`src/rtl/fp_add_stream.sv`:
```
// ---------------------------------------------------------------------------
// fp_add_stream
//
// Valid/ready handshake wrapper for a pipelined single-precision adder with a
// fixed latency. Operand pairs are accepted from upstream and sent to the
// adder. A valid shift register follows each pair through the adder
// pipeline. Every sum is written into a small output FIFO, so downstream
// backpressure cannot lose a result. This block does no arithmetic. Results
// come out in the same order the pairs were accepted.
//
// Optional feature macro: FP_ADD_STREAM_GATE_EN
//   defined     : adder_a/adder_b carry the operands only on an accept cycle
//                 and are 32'h0 otherwise. This stops the adder toggling on
//                 idle or stalled cycles.
//   not defined : adder_a/adder_b follow in_a/in_b at all times. Sums from
//                 idle cycles are computed and then discarded through vld.
//
// Parameters
//   LATENCY     adder pipeline depth in cycles (1..4); must match the adder.
//   FIFO_DEPTH  output FIFO entries; power of two, >= 2.
//
// Ports
//   clk           clock; all state updates on the rising edge
//   reset         synchronous, active-high reset
//   in_valid      operand pair valid
//   in_ready      block can accept a pair this cycle
//   in_a, in_b    IEEE-754 single operands
//   adder_a/b     operands driven to the adder
//   adder_result  sum returned by the adder
//   out_valid     FIFO head valid
//   out_ready     downstream accepts the head
//   out_data      FIFO head sum
//   busy          an operation is in flight or buffered
// ---------------------------------------------------------------------------
module fp_add_stream #(
    parameter int LATENCY    = 1,
    parameter int FIFO_DEPTH = 4
) (
    input  logic        clk,
    input  logic        reset,
    input  logic        in_valid,
    output logic        in_ready,
    input  logic [31:0] in_a,
    input  logic [31:0] in_b,
    output logic [31:0] adder_a,
    output logic [31:0] adder_b,
    input  logic [31:0] adder_result,
    output logic        out_valid,
    input  logic        out_ready,
    output logic [31:0] out_data,
    output logic        busy
);

    localparam int AW = (FIFO_DEPTH > 1) ? $clog2(FIFO_DEPTH) : 1;
    localparam int CW = AW + 1;

    // FIFO_DEPTH at the widths of the counters and of their sum.
    localparam logic [CW-1:0] DEPTH_CNT = FIFO_DEPTH[CW-1:0];
    localparam logic [CW:0]   DEPTH_OCC = FIFO_DEPTH[CW:0];

    // -----------------------------------------------------------------------
    // State
    // -----------------------------------------------------------------------
    logic [LATENCY-1:0] r_vld;
    logic [CW-1:0]      r_inflight;
    logic [CW-1:0]      r_count;
    logic [AW-1:0]      r_wr_ptr;
    logic [AW-1:0]      r_rd_ptr;

    // The FIFO is small and held in registers. This makes the head entry
    // visible in the same cycle it is written, with no read-latency slot.
    logic [31:0]        r_mem [FIFO_DEPTH];

    logic               w_accept;
    logic               w_push;
    logic               w_pop;
    logic [CW:0]        w_occupancy;

    // -----------------------------------------------------------------------
    // Handshake
    // -----------------------------------------------------------------------
    // Each accepted pair holds one credit from accept until it is popped:
    // first in inflight, then in r_count. Capping the total at FIFO_DEPTH
    // guarantees a free FIFO slot for every result the adder returns.
    // in_ready depends only on registered state, never on out_ready.
    assign w_occupancy = {1'b0, r_inflight} + {1'b0, r_count};
    assign in_ready    = (w_occupancy < DEPTH_OCC);
    assign w_accept    = in_valid && in_ready;
    assign w_push      = r_vld[LATENCY-1];
    assign w_pop       = out_valid && out_ready;

    assign out_valid   = (r_count != '0);
    assign out_data    = r_mem[r_rd_ptr];
    assign busy        = (r_inflight != '0) || (r_count != '0);

    // -----------------------------------------------------------------------
    // Adder operand drive
    // -----------------------------------------------------------------------
`ifdef FP_ADD_STREAM_GATE_EN
    assign adder_a = w_accept ? in_a : 32'h0;
    assign adder_b = w_accept ? in_b : 32'h0;
`else
    assign adder_a = in_a;
    assign adder_b = in_b;
`endif

    // -----------------------------------------------------------------------
    // Valid shift register: r_vld[i] means the pair accepted i+1 cycles ago
    // is still inside the adder.
    // -----------------------------------------------------------------------
    always_ff @(posedge clk) begin
        if (reset) begin
            r_vld[0] <= 1'b0;
        end else begin
            r_vld[0] <= w_accept;
        end
    end

    for (genvar gi = 1; gi < LATENCY; gi++) begin : g_vld
        always_ff @(posedge clk) begin
            if (reset) begin
                r_vld[gi] <= 1'b0;
            end else begin
                r_vld[gi] <= r_vld[gi-1];
            end
        end
    end

    // -----------------------------------------------------------------------
    // In-flight credit counter
    // -----------------------------------------------------------------------
    always_ff @(posedge clk) begin
        if (reset) begin
            r_inflight <= '0;
        end else begin
            case ({w_accept, w_push})
                2'b10:   r_inflight <= r_inflight + 1'b1;
                2'b01:   r_inflight <= r_inflight - 1'b1;
                default: r_inflight <= r_inflight;
            endcase
        end
    end

    // -----------------------------------------------------------------------
    // FIFO pointers and occupancy. Pointers wrap naturally because
    // FIFO_DEPTH is a power of two. A push and a pop in the same cycle leave
    // the count unchanged. There is no bypass from push to pop.
    // -----------------------------------------------------------------------
    always_ff @(posedge clk) begin
        if (reset) begin
            r_wr_ptr <= '0;
            r_rd_ptr <= '0;
            r_count  <= '0;
        end else begin
            if (w_push) begin
                r_wr_ptr <= r_wr_ptr + 1'b1;
            end
            if (w_pop) begin
                r_rd_ptr <= r_rd_ptr + 1'b1;
            end
            case ({w_push, w_pop})
                2'b10:   r_count <= r_count + 1'b1;
                2'b01:   r_count <= r_count - 1'b1;
                default: r_count <= r_count;
            endcase
        end
    end

    // FIFO storage. Reset clears it so that out_data reads 0 out of reset.
    for (genvar gi = 0; gi < FIFO_DEPTH; gi++) begin : g_mem
        always_ff @(posedge clk) begin
            if (reset) begin
                r_mem[gi] <= 32'h0;
            end else if (w_push && (r_wr_ptr == AW'(gi))) begin
                r_mem[gi] <= adder_result;
            end
        end
    end

    // The credit rule makes a push into a full FIFO impossible.
    always_ff @(posedge clk) begin
        if (!reset) begin
            assert (!(w_push && (r_count == DEPTH_CNT)));
        end
    end

endmodule

```
`config.mk`:
```
export PLATFORM = sky130hd
export DESIGN_NAME = fp_add_stream
export DESIGN_NICKNAME = d
export VERILOG_FILES = /design/src/rtl/fp_add_stream.sv
export SDC_FILE = /design/constraint.sdc
export NUM_CORES = 1
export LEC_CHECK = 0
export ABC_AREA = 1
export ABC_CLOCK_PERIOD_IN_PS = 1700
export BUFFER_PORTS_ARGS = -buffer_cell sky130_fd_sc_hd__buf_2
export CORE_ASPECT_RATIO = 0.9
export CORE_MARGIN = 2
export CORE_UTILIZATION = 40
export CTS_CLUSTER_SIZE = 28
export DETAILED_ROUTE_END_ITERATION = 10
export HOLD_SLACK_MARGIN = 0.06
export PLACE_DENSITY = 0.67
export SLEW_MARGIN = 20
export SYNTH_ARGS = -nofsm -noshare
export SYNTH_HDL_FRONTEND = slang
export SYNTH_SLANG_ARGS = --single-unit
```
`constraint.sdc`:
```
create_clock -name clk -period 1.7 [get_ports clk]
set_clock_uncertainty 0.1 [all_clocks]
set_input_delay 0 -clock clk [delete_from_list [all_inputs] [get_ports clk]]
set_output_delay 0 -clock clk [all_outputs]
set_load 0.01 [all_outputs]
```
==> results of run 1 <==
## stage by stage
step           TNS (ns)  power, mW  setup slack, ns  hold slack [ns]   util
6_report         -0.508       13.2           -0.166            0.251  0.558
5_1_grt           -1.79       13.8           -0.249            0.282  0.558
4_1_cts          -0.378       12.2           -0.148           -0.279  0.522
3_5_place_dp     -0.550       7.70           -0.210          -0.0999  0.418
3_3_place_gp     -0.320       7.64           -0.167          -0.0999  0.418
2_1_floorplan    -18.90       6.69           -0.170          -0.0276      -
## report_power, final
group	total, mW	internal [mW]	switching (mW)
registers	4.43	4.23	0.200
logic	4.79	2.19	2.60
clock network	3.99	2.58	1.41
## state kept, by name (all words and copies together), names as in the netlist, named ones only
signal	flops
r_wr_ptr	2
r_count	3
r_vld	1
r_inflight	3
r_rd_ptr	2
r_mem	128
## kinds of logic after synthesis
kind of cell | synth area share
AOI/OAI and AO/OA | 0.0862
adders and majority gates | 0.0206
and+or+nand+nor | 0.141
buffers and inverters | 0.147
DFF | 0.604
## worst paths after layout
| kind | to | depth (start not counted) |
|---|---|---|
| worst max-delay path | r_inflight[2]$_SDFFE_PP0P_ | 11 |
| worst min-delay path | r_vld$_SDFF_PP0_ | 3 |
| worst max register to register | r_inflight[2]$_SDFFE_PP0P_ | 11 |
| worst min register to register | register | 2 |
## placed cells by master (no fill, tap or decap), types with 18 or more instances in the layout
| cell | instances |
|---|---|
| o21ai_0 | 25 |
| nand2_1 | 18 |
| clkbuf_16 | 21 |
| edfxtp_1 | 128 |
| o22ai_1 | 21 |
| inv_1 | 46 |
| buf_2 | 70 |
| dlygate4sd3_1 | 100 |
| o21ai_1 | 30 |
| buf_4 | 28 |
| nor2_1 | 193 |
## what timing repair did
| item | CTS | global route |
|---|---|---|
| endpoints found under the hold margin | 205 | 12 |
| endpoints found under the setup margin | 23 | 21 |
| pin swaps | 8 | 17 |
| hold buffers | 98 | 2 |
| gates resized for setup | 22 | 81 |
| gates cloned | 0 | 7 |
| setup buffers | 8 | 17 |
## area by class of cell
| type | count | area, um^2 |
|---|---|---|
| Tap cell | 211 | 264 |
| Clock inverter | 13 | 195 |
| Fill cell | 1373 | 7390 |
| Inverter | 54 | 239 |
| Timing Repair Buffer | 226 | 2080 |
| Multi-Input combinational cell | 357 | 1950 |
| Sequential cell | 141 | 4120 |
| Timing Repair inverter | 3 | 48.8 |
| Clock buffer | 19 | 433 |
## worst max-delay path, cell delays in order, from the launching register on
cell,delay (ns)
dfxtp_2,0.33
ha_4,0.26
nand3_2,0.06
nand4_1,0.12
ha_2,0.21
inv_2,0.04
fa_2,0.33
nand2_1,0.10
nand3_2,0.08
nand2_1,0.06
nand2_1,0.04
nor2_1,0.07
## per-layer routing
layer / vias to the layer above / track usage / share of wire
met5: - / 0 / 0
met4: 0 / 0.0706 / 0.018
met3: 26 / 0.0375 / 0.044
met2: 153 / 0.300 / 0.51
met1: 2455 / 0.224 / 0.43
li1: 2422 / - / -
==> impl_results.md, run 1 <==
* Initial antenna violation count at 0
* Min Clock Period, post-route at 1.87 ns
* Outcome: finished with violations
* RePlAce Congestion at 0.804
* Async S/R FF share, synth at 0
* Reg2reg setup slack at -0.17 ns
* Top_reg_cell synth: edfxtp_1
* Tcrit/Tclk final at 1.10
* Pwr per Cell Area at 1420 nW/um^2
* Clock sinks at 141
* Clock-pin slew on the worst setup and hold paths at 0.06 ns
* First-pass GRT wire length at 24.4 mm
* Crit path from: r_count[1]$_SDFFE_PP0P_
* Initial DRT Pass Iterations at 4
* Crit. End Element: register
* Initial DRC count at 221
* Drt drc at 0
* Final std cells w/o fill at 1,024
* Gr ovfl total at 0
* Post-Syn Area per Cell at 10.5 um^2
* Std-Cell Core Area at 16,700 um^2
* Clk_lat worst skew at 0.42 ns
* Final net count at 910
* Vias in the first global route at 4,772
* Worst slew pin tran at 0.500 ns
* CP arrival at 2.12 ns
* Diodes inserted at 0
* Total track usage at 0.178
* Final WL at 17.3 mm
* Critical path launch point type: register
* MaxCap Viol Count at 0
* WS Path Type: register to register
* Area post-placement at 6990 um^2
* Achievable Freq at 0.536 GHz
* Cell count after placement at 862
* Post-synth top area share at 0.566
* Leading area contributor after synthesis: edfxtp_1
* EDFF count, synth at 128
* Clock buffer depth at 2
* Peak VDD IR at 997 uV
* Final Cell Area at 9330 um^2
* Synthesis Warnings at 0
* CTS tree: done
* Post-synth cell types at 23
* CTS H-tree depth at 4
* Seq cells post-synth at 141
* R2R Path Start: r_count[1]$_SDFFE_PP0P_
* Mapped Cells at 649
* ANT nets after route at 0
* Top-level I/O count at 199
* Final Hold Viols at 0
* Share of cells above drive strength 1 at 0.279
* Die Area at 18,000 um^2
* Area Growth Syn to Fin at 37.4%
* Rows at 45
* CTS buffer count at 17
* Via density at 4.94
* Hold Crit Class: input pin to register
* Initial Util at 0.406
* Synth area leaders: edfxtp_1 (57%), nor2_1 (11%), buf_4 (7.6%)
* Die width at 141 um
* Leak Pwr at 3.90 nW
* Largest net degree at the start of global routing at 65
* Hold_sp: reset
* Synth Net Count at 759
* Avg WL per Cell at 16.9 um
* Final Setup Violations at 14
* Slew Viols, Final at 0
* Routed via count at 5,056
* Register area share after synthesis at 0.604
* Dpl hpwl at 8.93 mm
* Unrepaired setup endpoints after global routing: true
* Count leader, synth: nor2_1
* IO buf count at 70
* Final worst slack at -0.166 ns
* Clock root buffer: clkbuf_16
* Critical Path RT at 1.96 ns
* CP max FO at 2
* Slew margin rel. at 0.667
* Top cells by count, synth: nor2_1 (202), edfxtp_1 (128), buf_4 (69)
* Cell Area, Synth at 6790 um^2
* Failing checks: negative setup slack
* Die Y at 128 um
Note: power is estimated with default switching activity, not from simulation.
==> inputs of run 2 (changes only) <==
Settings changed: CAP_MARGIN set to 20, SETUP_SLACK_MARGIN set to 0.5.
==> run 2 against run 1 <==
  * The flow finishes with violations (negative hold slack, negative setup slack)
  * Cell count up 2.3%
  * Die area unchanged
  * Largest power group unchanged
  * Clock power down 13%
  * Sequential share of layout area down 4.5 points
  * Hold slack worse by 0.55 ns
  * Combinational power up 25%
  * Power up 5.8%
  * Core utilization up 6.5 points
  * Flip-flop and latch count unchanged
  * Register-to-register slack about the same
==> impl_results.md, run 2 (synthesis gave the netlist of run 1 again) <==
* Pwr per Cell Area at 1340 nW/um^2
* First-pass GRT wire length at 28.2 mm
* Clk_lat worst skew at 0.42 ns
* Final Setup Violations at 7
* Final std cells w/o fill at 1,048
* Tcrit/Tclk final at 1.09
* Initial DRC count at 397
* Via density at 5.07
* Routed via count at 5,315
* Worst R2R Path Depth at 12
* Rows at 45
* ANT nets after route at 0
* Diodes inserted at 0
* Overall Power at 14.0 mW
* Area Growth Syn to Fin at 53.4%
* Final Hold Viols at 13
* Area of the multi-input gates at 2560 um^2
* Reg2reg setup slack at -0.16 ns
* CTS tree: done
* Most frequent cells in the layout: nor2_1 (129), edfxtp_1 (128), dlygate4sd3_1 (97), buf_2 (70), nor2_2 (57)
* Largest regs: r_mem (128), r_count (3), r_inflight (3)
* Sequential Area at 4130 um^2
* Min Clock Period, post-route at 1.86 ns
* Die width at 141 um
* Most flops, register: r_mem
* Hold depth at 2
* Clock buffer depth at 2
* CTS H-tree depth at 4
* Final WL at 19.1 mm
* Drt drc at 0
* Slew Viols, Final at 0
* Largest register FFs at 128
* Clock-pin slew on the worst setup and hold paths at 0.06 ns
* CP max FO at 2
* Dpl hpwl at 8.85 mm
* R2R Path Start: r_count[1]$_SDFFE_PP0P_
* Failing checks: negative hold slack, negative setup slack
* Gr ovfl total at 0
* Peak VDD IR at 839 uV
* CP arrival at 2.08 ns
* Utilization after layout at 0.623
* Initial Util at 0.406
* Setup TNS Final at -0.501 ns
* Cell count after placement at 870
* Die Area at 18,000 um^2
* Fillers at 1,182
* Initial DRT Pass Iterations at 4
* Std-Cell Core Area at 16,700 um^2
* Largest net degree at the start of global routing at 33
* Die Y at 128 um
* Avg WL per Cell at 18.3 um
* Crit path from: r_count[1]$_SDFFE_PP0P_
* Clock root buffer: clkbuf_16
* Hold_ws at -0.296 ns
* RePlAce Congestion at 0.754
* MaxCap Viol Count at 0
* Leak Pwr at 4.15 nW
* Achievable Freq at 0.539 GHz
* Worst flop-to-flop path endpoint: r_inflight[2]$_SDFFE_PP0P_
* Final worst slack at -0.156 ns
* CTS Hold Buffers Added at 97
* Final net count at 935
* Hold Crit Class: input pin to register
* Total track usage at 0.207
* Slew margin rel. at 0.572
* Critical Path RT at 1.92 ns
* Clock sinks at 141
* CTS buffer count at 17
* Vias in the first global route at 5,284
* Unrepaired setup endpoints after global routing: true
* Initial antenna violation count at 0
* Setup crit end: r_inflight[2]$_SDFFE_PP0P_
* Most common cell after layout, fill and taps aside: nor2_1
* Crit. End Element: register
* Worst slew pin tran at 0.642 ns
* Share of cells above drive strength 1 at 0.449
* Top-level I/O count at 199
* Pre-CTS WS at -0.211 ns
* IO buf count at 70
* Critical path launch point type: register
* WS Path Type: register to register
* Outcome: finished with violations
[run 2: changes by cell type in the layout (fill, tap and decap cells not counted), moves of 14 or more]
cell,previous run,this run
nor2_1,193,129
nor2_2,5,57
o21ai_2,14,42
o21ai_1,30,7
o21ai_0,25,4
o21ai_4,1,17
buf_6,4,18
[run 2: worst min path at each step]
stage / from / to / slack [ns]
global route: reset / r_vld$_SDFF_PP0_ / -0.30
detailed placement: in_a[13] / adder_a[13] / -0.1
global placement: in_a[13] / adder_a[13] / -0.1
floorplan: reset / r_vld$_SDFF_PP0_ / -0.03
finish: reset / r_vld$_SDFF_PP0_ / -0.30
CTS: reset / r_vld$_SDFF_PP0_ / -0.30
[run 2: what timing repair did]
action                                  in CTS  in global routing
gates resized for setup                    224                110
endpoints found under the setup margin     301                302
hold endpoints to repair                   205                 13
gates cloned                                15                  3
buffers inserted                            29                  3
pin swaps                                  116                 33
[run 2: critical path, cell delays in order, from the launching register on]
cell	delay, ns
dfxtp_2	0.34
ha_4	0.27
nand3_2	0.06
nand4_1	0.14
ha_4	0.16
inv_2	0.04
fa_2	0.33
inv_1	0.06
nand2_1	0.05
nand3_2	0.06
nand2_1	0.05
nand2_1	0.05
nor2_1	0.04
[run 2: layout make-up]
class                   instances  area share
well taps                     211      0.0253
flip-flops and latches        141       0.396
multi-input cells             357       0.246
repair inverters                5     0.00901
clock buffers                  21      0.0423
inverters                      54      0.0222
repair buffers                249       0.249
clock inverters                10     0.00949
[run 2: per-layer routing]
| layer | track usage | vias up | routed length, um |
|---|---|---|---|
| met5 | 0 | - | 0 |
| met1 | 0.261 | 2578 | 7920 |
| met3 | 0.0450 | 35 | 941 |
| li1 | - | 2484 | - |
| met4 | 0.0694 | 0 | 392 |
| met2 | 0.354 | 218 | 9870 |
[run 2: through the flow]
stage | cell area, um^2 | hold WS, ns
6_report | 10400 | -0.296
3_3_place_gp | 7030 | -0.0999
5_1_grt | 10400 | -0.301
3_5_place_dp | 7030 | -0.0999
4_1_cts | 9910 | -0.301
2_1_floorplan | 6830 | -0.0276
[run 2: report_power, final]
group | leakage, nW | internal [mW] | switching, mW
Clock | 0.255 | 2.12 | 1.35
Combinational | 2.45 | 2.89 | 3.11
Sequential | 1.44 | 4.25 | 0.277
Total | 4.15 | 9.25 | 4.73
==> inputs of run 3 (changes only) <==
Settings changed: CORE_UTILIZATION 40 to 47, PLACE_DENSITY 0.67 to 0.76.
==> run 3 against run 2 <==
  * The flow still finishes with violations (negative hold slack, negative setup slack)
  * Clock-buffer cell count is 3 lower
  * Hold slack better by 0.056 ns
  * Register-to-register slack got worse by 0.03 ns
  * Critical path depth shrank 5
  * Wire length rose by 44%
  * Flip-flop and latch count unchanged
  * Cell count is 0.76% higher
  * Combinational power up 21%
  * Critical path type unchanged
  * Critical endpoint is now r_inflight[1]$_SDFFE_PP0P_
==> impl_results.md, run 3 (synthesis gave the netlist of run 1 again) <==
* Final net count at 960
* Area post-placement at 6890 um^2
* First-pass GRT wire length at 30.3 mm
* Avg WL per Cell at 26.0 um
* Diodes inserted at 0
* Most flops, register: r_mem
* Clock buffer depth at 2
* WS Path Type: register to register
* Initial DRC count at 644
* Initial antenna violation count at 0
* Share of cells above drive strength 1 at 0.537
* Largest regs: r_mem (128), r_count (3), r_inflight (3)
* Final Cell Area at 11,500 um^2
* Worst R2R Path Depth at 7
* Pre-CTS WS at -0.205 ns
* NetSw at 5.72 mW
* Vias in the first global route at 5,710
* CTS tree: done
* CP max FO at 2
* Peak VDD IR at 966 uV
* Crit. End Element: register
* Failing checks: negative hold slack, negative setup slack
* Initial DRT Pass Iterations at 8
* Largest net degree at the start of global routing at 33
* RePlAce Congestion at 0.805
* Clock-pin slew on the worst setup and hold paths at 0.06 ns
* Setup crit end: r_inflight[1]$_SDFFE_PP0P_
* MaxCap Viol Count at 0
* Hold Crit Class: input pin to register
* Outcome: finished with violations
* Crit path from: r_count[2]$_SDFFE_PP0P_
* Clock root buffer: clkbuf_16
* Area Growth Syn to Fin at 69.4%
* Unrepaired setup endpoints after global routing: true
* CTS H-tree depth at 4
* Rows at 41
* Clk_lat worst skew at 0.43 ns
* ANT nets after route at 0
* Clock power share at 0.235
* Die Area at 15,400 um^2
* Slew Viols, Final at 0
* Die width at 131 um
* Critical Path RT at 1.95 ns
* Most frequent cells in the layout: edfxtp_1 (128), dlygate4sd3_1 (97), nor2_4 (80), buf_2 (68), nor2_1 (63)
* Via density at 5.88
* Top-level I/O count at 199
* Std-Cell Core Area at 14,100 um^2
* Slew margin rel. at 0.751
* Pint at 9.78 mW
* Initial Util at 0.483
* Min Clock Period, post-route at 1.89 ns
* Area of the multi-input gates at 3190 um^2
* Critical path launch point type: register
* Final Setup Violations at 36
* Worst flop-to-flop path endpoint: r_inflight[1]$_SDFFE_PP0P_
* Reg2reg setup slack at -0.19 ns
* Largest register FFs at 128
* Sequential Area at 4130 um^2
* Final Hold Viols at 13
* Total track usage at 0.265
* Hold_ws at -0.240 ns
* Gr ovfl total at 0
* Final WL at 27.5 mm
* Setup TNS Final at -2.88 ns
* Final worst slack at -0.190 ns
* Sw frac at 0.369
* Most common cell after layout, fill and taps aside: edfxtp_1
* Fillers at 738
* R2R Path Start: r_count[2]$_SDFFE_PP0P_
* Clock sinks at 141
* CTS Hold Buffers Added at 98
* Drt drc at 0
* Dpl hpwl at 8.78 mm
* Die Y at 118 um
* IO buf count at 70
* Flop pwr share at 0.295
* CP arrival at 2.14 ns
* Pwr per Cell Area at 1350 nW/um^2
* Worst slew pin tran at 0.373 ns
* Part of the power in combinational logic at 0.469
* Routed via count at 6,208
* CTS buffer count at 17
* Leak Pwr at 4.49 nW
* Tcrit/Tclk final at 1.11
* Achievable Freq at 0.529 GHz
[run 3: changes by cell type in the layout (fill, tap and decap cells not counted), moves of 5 or more]
cell	before	now
nor2_1	129	63
nor2_4	16	80
o21ai_2	42	32
nand3_4	4	11
o21ai_1	7	20
clkbuf_16	18	31
buf_6	18	23
[run 3: what timing repair did]
action / in CTS / in global routing
resized for setup: 224 / 265
cloned: 20 / 22
setup buffers: 18 / 28
hold endpoints to repair: 205 / 13
setup endpoints to repair: 302 / 302
pin swaps: 63 / 31
[run 3: area by class of cell]
class,count,area share
Sequential cell,141,0.359
Multi-Input combinational cell,363,0.277
Timing Repair Buffer,265,0.261
Clock buffer,18,0.0373
Inverter,54,0.0210
Tap cell,193,0.0210
Timing Repair inverter,8,0.0129
Clock inverter,14,0.0111
[run 3: power groups by stage]
stage	clock, mW	sequential (mW)	combinational, mW
final	3.65	4.58	7.27
after global routing	3.77	4.60	7.55
after CTS	3.51	4.47	5.50
after detailed placement	0	4.46	3.19
after global placement	0	4.44	3.05
after floorplan	0	4.41	2.27
[run 3: critical path, cell delays in order, from the launching register on]
cell,delay [ns]
dfxtp_4,0.36
ha_4,0.23
inv_2,0.05
nand4_1,0.17
ha_4,0.21
inv_2,0.06
fa_2,0.43
a21oi_1,0.19
[run 3: per-stage QoR]
stage / util / hold slack [ns] / power, mW / std cells
6_report: 0.818 / -0.240 / 15.5 / 1056
5_1_grt: 0.818 / -0.239 / 15.9 / 1056
4_1_cts: 0.693 / 0.0120 / 13.5 / 1007
3_5_place_dp: 0.490 / -0.0999 / 7.65 / 839
3_3_place_gp: 0.490 / -0.0999 / 7.49 / 839
2_1_floorplan: - / -0.0276 / 6.68 / 649
[run 3: worst min path at each step]
| stage | start | to | cells after the start |
|---|---|---|---|
| 2_1_floorplan | reset | r_vld$_SDFF_PP0_ | 1 |
| 3_3_place_gp | in_a[10] | adder_a[10] | 0 |
| 3_5_place_dp | in_a[10] | adder_a[10] | 0 |
| 4_1_cts | in_valid | r_vld$_SDFF_PP0_ | 5 |
| 5_1_grt | reset | r_vld$_SDFF_PP0_ | 2 |
| 6_report | reset | r_vld$_SDFF_PP0_ | 2 |
[run 3: routing by layer]
layer	track usage	vias up	part of all wire
met5	0	-	0
met4	0.120	0	0.062
met3	0.0518	151	0.10
met2	0.465	521	0.50
met1	0.310	2989	0.33
li1	-	2547	-
